`src/rtl/demux1_2_32_hs.sv`:
```
// ---------------------------------------------------------------------------
// demux1_2_32_hs
//
// Handshaked 1-to-2 router. Each incoming word carries a Select bit that names
// its destination port (0 or 1). Words are held in a two-entry buffer made of
// a main register (the head, driving the outputs) and a skid register (which
// catches a word accepted while the head is stalled). This gives one cycle of
// latency and one word per cycle when neither sink pushes back.
//
// Ordering is strict FIFO across both ports: a head word stalled on one port
// also blocks any queued word bound for the other port.
//
// Ports
//   clk         clock, rising edge
//   rst_n       asynchronous active-low reset
//   in_data     input word (W bits)
//   Select      destination of in_data: 0 -> port 0, 1 -> port 1
//   in_valid    in_data/Select valid
//   in_ready    block can accept a word (depends only on registered state)
//   out0_data   port 0 word, forced to 0 when port 0 is not the head destination
//   out0_valid  port 0 word valid
//   out0_ready  port 0 sink accepts
//   out1_data   port 1 word, forced to 0 when port 1 is not the head destination
//   out1_valid  port 1 word valid
//   out1_ready  port 1 sink accepts
//   cnt0        completed port-0 transfers, wraps modulo 2^CNT_W
//   cnt1        completed port-1 transfers, wraps modulo 2^CNT_W
// ---------------------------------------------------------------------------
module demux1_2_32_hs #(
    parameter int W     = 32,
    parameter int CNT_W = 16
) (
    input  logic             clk,
    input  logic             rst_n,
    input  logic [W-1:0]     in_data,
    input  logic             Select,
    input  logic             in_valid,
    output logic             in_ready,
    output logic [W-1:0]     out0_data,
    output logic             out0_valid,
    input  logic             out0_ready,
    output logic [W-1:0]     out1_data,
    output logic             out1_valid,
    input  logic             out1_ready,
    output logic [CNT_W-1:0] cnt0,
    output logic [CNT_W-1:0] cnt1
);

    // Buffer state
    logic [W-1:0] main_data_reg, main_data_next;
    logic         main_sel_reg,  main_sel_next;
    logic         main_valid_reg, main_valid_next;
    logic [W-1:0] skid_data_reg, skid_data_next;
    logic         skid_sel_reg,  skid_sel_next;
    logic         skid_valid_reg, skid_valid_next;

    // Per-port views, indexed by port number
    logic [1:0]       port_valid;
    logic [1:0]       port_ready;
    logic [1:0]       port_fire;
    logic [W-1:0]     port_data [2];
    logic [CNT_W-1:0] cnt_reg   [2];

    logic in_fire;
    logic out_fire;

    // The skid register is the only thing that can refuse input, so in_ready
    // comes straight from a flop and never sees the sinks' ready signals.
    assign in_ready   = !skid_valid_reg;
    assign in_fire    = in_valid & in_ready;
    assign port_ready = {out1_ready, out0_ready};
    assign out_fire   = |port_fire;

    generate
        for (genvar gi = 0; gi < 2; gi++) begin : g_port
            assign port_valid[gi] = main_valid_reg & (main_sel_reg == (gi == 1));
            assign port_fire[gi]  = port_valid[gi] & port_ready[gi];
            assign port_data[gi]  = port_valid[gi] ? main_data_reg : '0;

            always_ff @(posedge clk or negedge rst_n) begin
                if (!rst_n) begin
                    cnt_reg[gi] <= '0;
                end else if (port_fire[gi]) begin
                    cnt_reg[gi] <= cnt_reg[gi] + 1'b1;
                end
            end
        end
    endgenerate

    assign out0_valid = port_valid[0];
    assign out1_valid = port_valid[1];
    assign out0_data  = port_data[0];
    assign out1_data  = port_data[1];
    assign cnt0       = cnt_reg[0];
    assign cnt1       = cnt_reg[1];

    // Next-state selection for the two-entry buffer
    always_comb begin
        main_data_next  = main_data_reg;
        main_sel_next   = main_sel_reg;
        main_valid_next = main_valid_reg;
        skid_data_next  = skid_data_reg;
        skid_sel_next   = skid_sel_reg;
        skid_valid_next = skid_valid_reg;

        if (!main_valid_reg) begin
            // Skid is always empty here, so a new word goes straight to the head.
            if (in_fire) begin
                main_data_next  = in_data;
                main_sel_next   = Select;
                main_valid_next = 1'b1;
            end
        end else if (out_fire) begin
            if (skid_valid_reg) begin
                // in_ready was low, so no new word competes with the skid entry.
                main_data_next  = skid_data_reg;
                main_sel_next   = skid_sel_reg;
                skid_valid_next = 1'b0;
            end else if (in_fire) begin
                main_data_next  = in_data;
                main_sel_next   = Select;
            end else begin
                main_valid_next = 1'b0;
            end
        end else if (in_fire) begin
            // Head stalled: park the new word behind it.
            skid_data_next  = in_data;
            skid_sel_next   = Select;
            skid_valid_next = 1'b1;
        end
    end

    always_ff @(posedge clk or negedge rst_n) begin
        if (!rst_n) begin
            main_data_reg  <= '0;
            main_sel_reg   <= 1'b0;
            main_valid_reg <= 1'b0;
            skid_data_reg  <= '0;
            skid_sel_reg   <= 1'b0;
            skid_valid_reg <= 1'b0;
        end else begin
            main_data_reg  <= main_data_next;
            main_sel_reg   <= main_sel_next;
            main_valid_reg <= main_valid_next;
            skid_data_reg  <= skid_data_next;
            skid_sel_reg   <= skid_sel_next;
            skid_valid_reg <= skid_valid_next;
        end
    end

endmodule
```
`config.mk`:
```
export PLATFORM = sky130hd
export DESIGN_NAME = demux1_2_32_hs
export DESIGN_NICKNAME = d
export VERILOG_FILES = /design/src/rtl/demux1_2_32_hs.sv
export SDC_FILE = /design/constraint.sdc
export NUM_CORES = 1
export LEC_CHECK = 0
export BUFFER_PORTS_ARGS = -buffer_cell sky130_fd_sc_hd__buf_2
export CORE_MARGIN = 8
export CORE_UTILIZATION = 55
export CTS_CLUSTER_SIZE = 28
export DETAILED_ROUTE_END_ITERATION = 10
export GPL_TIMING_DRIVEN = 0
export MAX_ROUTING_LAYER = met4
export PLACE_DENSITY = 0.87
export SYNTH_ARGS = -nofsm -noshare
export SYNTH_HDL_FRONTEND = slang
export SYNTH_SLANG_ARGS = --single-unit
export TNS_END_PERCENT = 20
```
`constraint.sdc`:
```
create_clock -name clk -period 2.22 [get_ports clk]
set_input_delay 0.111 -clock clk [delete_from_list [all_inputs] [get_ports clk]]
set_output_delay 0.111 -clock clk [all_outputs]
set_load 0.02 [all_outputs]
```
==> flow_summary.yaml <==
outcome:
  status: "complete, no violations"
sta:
  whs_ns: 0.00574
  fin_crit_sh_pct: 96.2
  setup_violations: 0
  fmax_mhz: 468
  hold_viol_final: 0
  max_slew.worst_pin.slew_ns: 0.579
  slew_violations: 0
  final.setup_skew_ns: 0.00707
  worst_slack_ns: 0.0840
  max-slew-margin-rel_pct: 61.4
  rsz0062_at_grt: "yes"
  finalCriticalPeriod_ns: 2.14
synthesis:
  synth_edf_count: 0
  yosysTopAreaCell: "dfrtp_1"
  synth.net_count: 470
  netlist.area_leader.share_pct: 52.5
  synth_ff_type: "dfrtp_1"
  ys_ff_latch: 100
  synth-seq-area-share_pct: 52.5
  synth_area_leaders: "dfrtp_1 52%, mux2_4 9.4%, and3_1 4.9%, o22ai_1 4.3%, and2_1 4.2%"
  syn_area_per_cell_um2: 11.1
  netlist_area_um2: 4770
  async_reset_ff_share_pct: 100
  yosysUniqueCellTypes: 32
  synth_warnings: 0
  synthCells: 430
routing:
  ant_nets: 0
  route.vias.total: 3920
  totalWireLength_mm: 12.6
  drtIter0Drc: 147
  wl_per_cell_um: 17.6
  dr.pass1.iters: 4
  drcViolationCount: 0
  via_per_inst: 5.48
setup_path:
  worstPathArrival_ns: 2.02
  required_ns: 2.11
  crit_path_start_kind: "flop"
  worstPathMaxFanout: 10
  end_kind: "output pin"
  critPathKind: "reg -> out"
run:
  cap_viol_max_count: 0
die:
  initial_core_util_pct: 55.8
  die-area_um2: 11900
  rows: 34
  fp.dieH_um: 109
  die_w_um: 109
  ios: 137
  core_area_um2: 8550
cts:
  clk_path_buf_depth: 2
  clk_pin_slew_ns: 0.09
  htreeDepth: 3
  cts_tree: "done"
  cts_sinks: 100
  insertion_delay_ns: 0.36
  root_buffer: "clkbuf_8"
  post_cts_buffers: 0
  cts-buffers-inserted: 9
global_routing:
  top_usage_layer: "met2"
  antenna_found_initial: 0
  grt_max_degree: 58
  groute.usage.overall_pct: 21.9
  grt-ovfl-total: 0
  grt_util_met3_pct: 3.96
  grtUsageMet2_pct: 35.4
  gr-usage-met1_pct: 27.5
  grt_pass1_wl_mm: 20.1
  grt_pass1_vias: 4119
min_path:
  hold_path.class: "in -> reg"
cells_and_area:
  area_delta_synth_final_pct: 27.1
  nets: 642
  drive_above_1_share_pct: 34.4
  post-route-cell-area_um2: 6060
  antenna_cells: 0
placed_design:
  io_buffers: 136
  dp_slack_ns: 0.268
  gp_congestion: 0.809
  place_hpwl_mm: 8.86
  dpl-instance-area_um2: 5610
power:
  combPwrFrac_pct: 51.5
  power_switching_mw: 3.85
  power.share.sequential_pct: 34.9
  total_power_mw: 8.91
  p_per_area_nw_per_um2: 1470
  p_int_mw: 5.07
  p_leak_nw: 3.16
  peakVddDrop_mv: 0.891
  pwr-share-clk_pct: 13.5
  sw_frac_of_total_pct: 43.1
==> path summary, 6_finish.rpt <==
kind | from | to | slack, ns | depth (start not counted)
max | main_sel_reg | out0_data[22] | 0.08 | 5
min | in_data[3] | skid_data_reg[3] | 0.006 | 2
max reg2reg | main_valid_reg | main_sel_reg | 0.52 | 5
min reg2reg | cnt0[15] | cnt0[15] | 0.48 | 1
max in group asynchronous | rst_n | main_data_reg[12] | 1.27 | 3
min in group asynchronous | rst_n | cnt1[15] | 0.27 | 2
==> layout make-up <==
type                            count  area [um^2]
Tap cell                          108          135
Fill cell                         614         2490
Buffer                             30          165
Clock buffer                       13          159
Clock inverter                      3         45.0
Inverter                            5         18.8
Sequential cell                   100         2500
Timing Repair Buffer              161          951
Multi-Input combinational cell    295         2080
==> cells in the mapped netlist (2+ instances only) <==
| cell | n |
|---|---|
| dfrtp_1 | 100 |
| nor2_1 | 42 |
| and3_1 | 37 |
| a21oi_1 | 35 |
| o22ai_1 | 33 |
| and2_1 | 32 |
| mux2_4 | 30 |
| xnor2_1 | 21 |
| nand2_1 | 19 |
| clkbuf_1 | 15 |
| nand3_1 | 9 |
| xor2_1 | 9 |
| buf_2 | 7 |
| nand4_1 | 7 |
| inv_1 | 5 |
| mux2_2 | 5 |
| buf_6 | 4 |
| buf_4 | 3 |
| nor3_1 | 3 |
| ha_1 | 2 |
==> per-layer routing <==
metal | vias up | wire (um)
li1 | 1843 | -
met1 | 1936 | 5440
met2 | 122 | 6150
met3 | 19 | 775
met4 | 0 | 197
met5 | - | 0
==> through the flow <==
stage	TNS, ns	utilization (%)	std cells
after floorplan	0	-	430
after global placement	0	65.3	674
after detailed placement	0	65.6	675
after CTS	0	70.4	711
after global routing	-0.292	70.9	715
final	0	70.9	715
==> what timing repair did <==
action,CTS,global route
pin swaps,0,0
cloned,0,0
setup endpoints to repair,29,21
hold buffers,20,4
hold endpoints to repair,62,4
resized for setup,1,3
==> logic make-up (layout without fill, tap and decap cells) <==
group	after synthesis	count (layout)	synth area share, %
and+or+nand+nor	158	158	18.1
AOI/OAI and AO/OA	69	69	8.45
adders and majority gates	2	2	0.525
buffers and inverters	35	212	3.83
DFF	100	100	52.5
xor gates and xnor gates	30	30	5.51
muxes	36	36	11.1
==> power groups by stage <==
stage          clock network (mW)  registers (mW)  logic [mW]
2_1_floorplan                   0            3.07        3.13
5_1_grt                      1.29            3.21        4.97
3_5_place_dp                    0            3.11        4.54
6_report                     1.21            3.11        4.59
3_3_place_gp                    0            3.07        4.42
4_1_cts                      1.21            3.10        4.60
==> critical path, stage by stage (launching register included) <==
cell     delay [ns]
dfrtp_1        0.43
buf_4          0.20
nor2b_2        0.31
buf_1          0.35
and2_1         0.21
buf_2          0.17
==> placed cells by master (no fill, tap or decap), drive strengths merged, types with 3 or more instances in the layout <==
cell and instances:
a21oi 35, and2 32, and3 37, buf 152
clkbuf 28, dfrtp 100, dlygate4sd3 24, inv 5
mux2 35, nand2 19, nand3 9, nand4 9
nor2 42, nor3 3, o22ai 33, xnor2 21
xor2 9
Power figures use the tool's default switching activity.
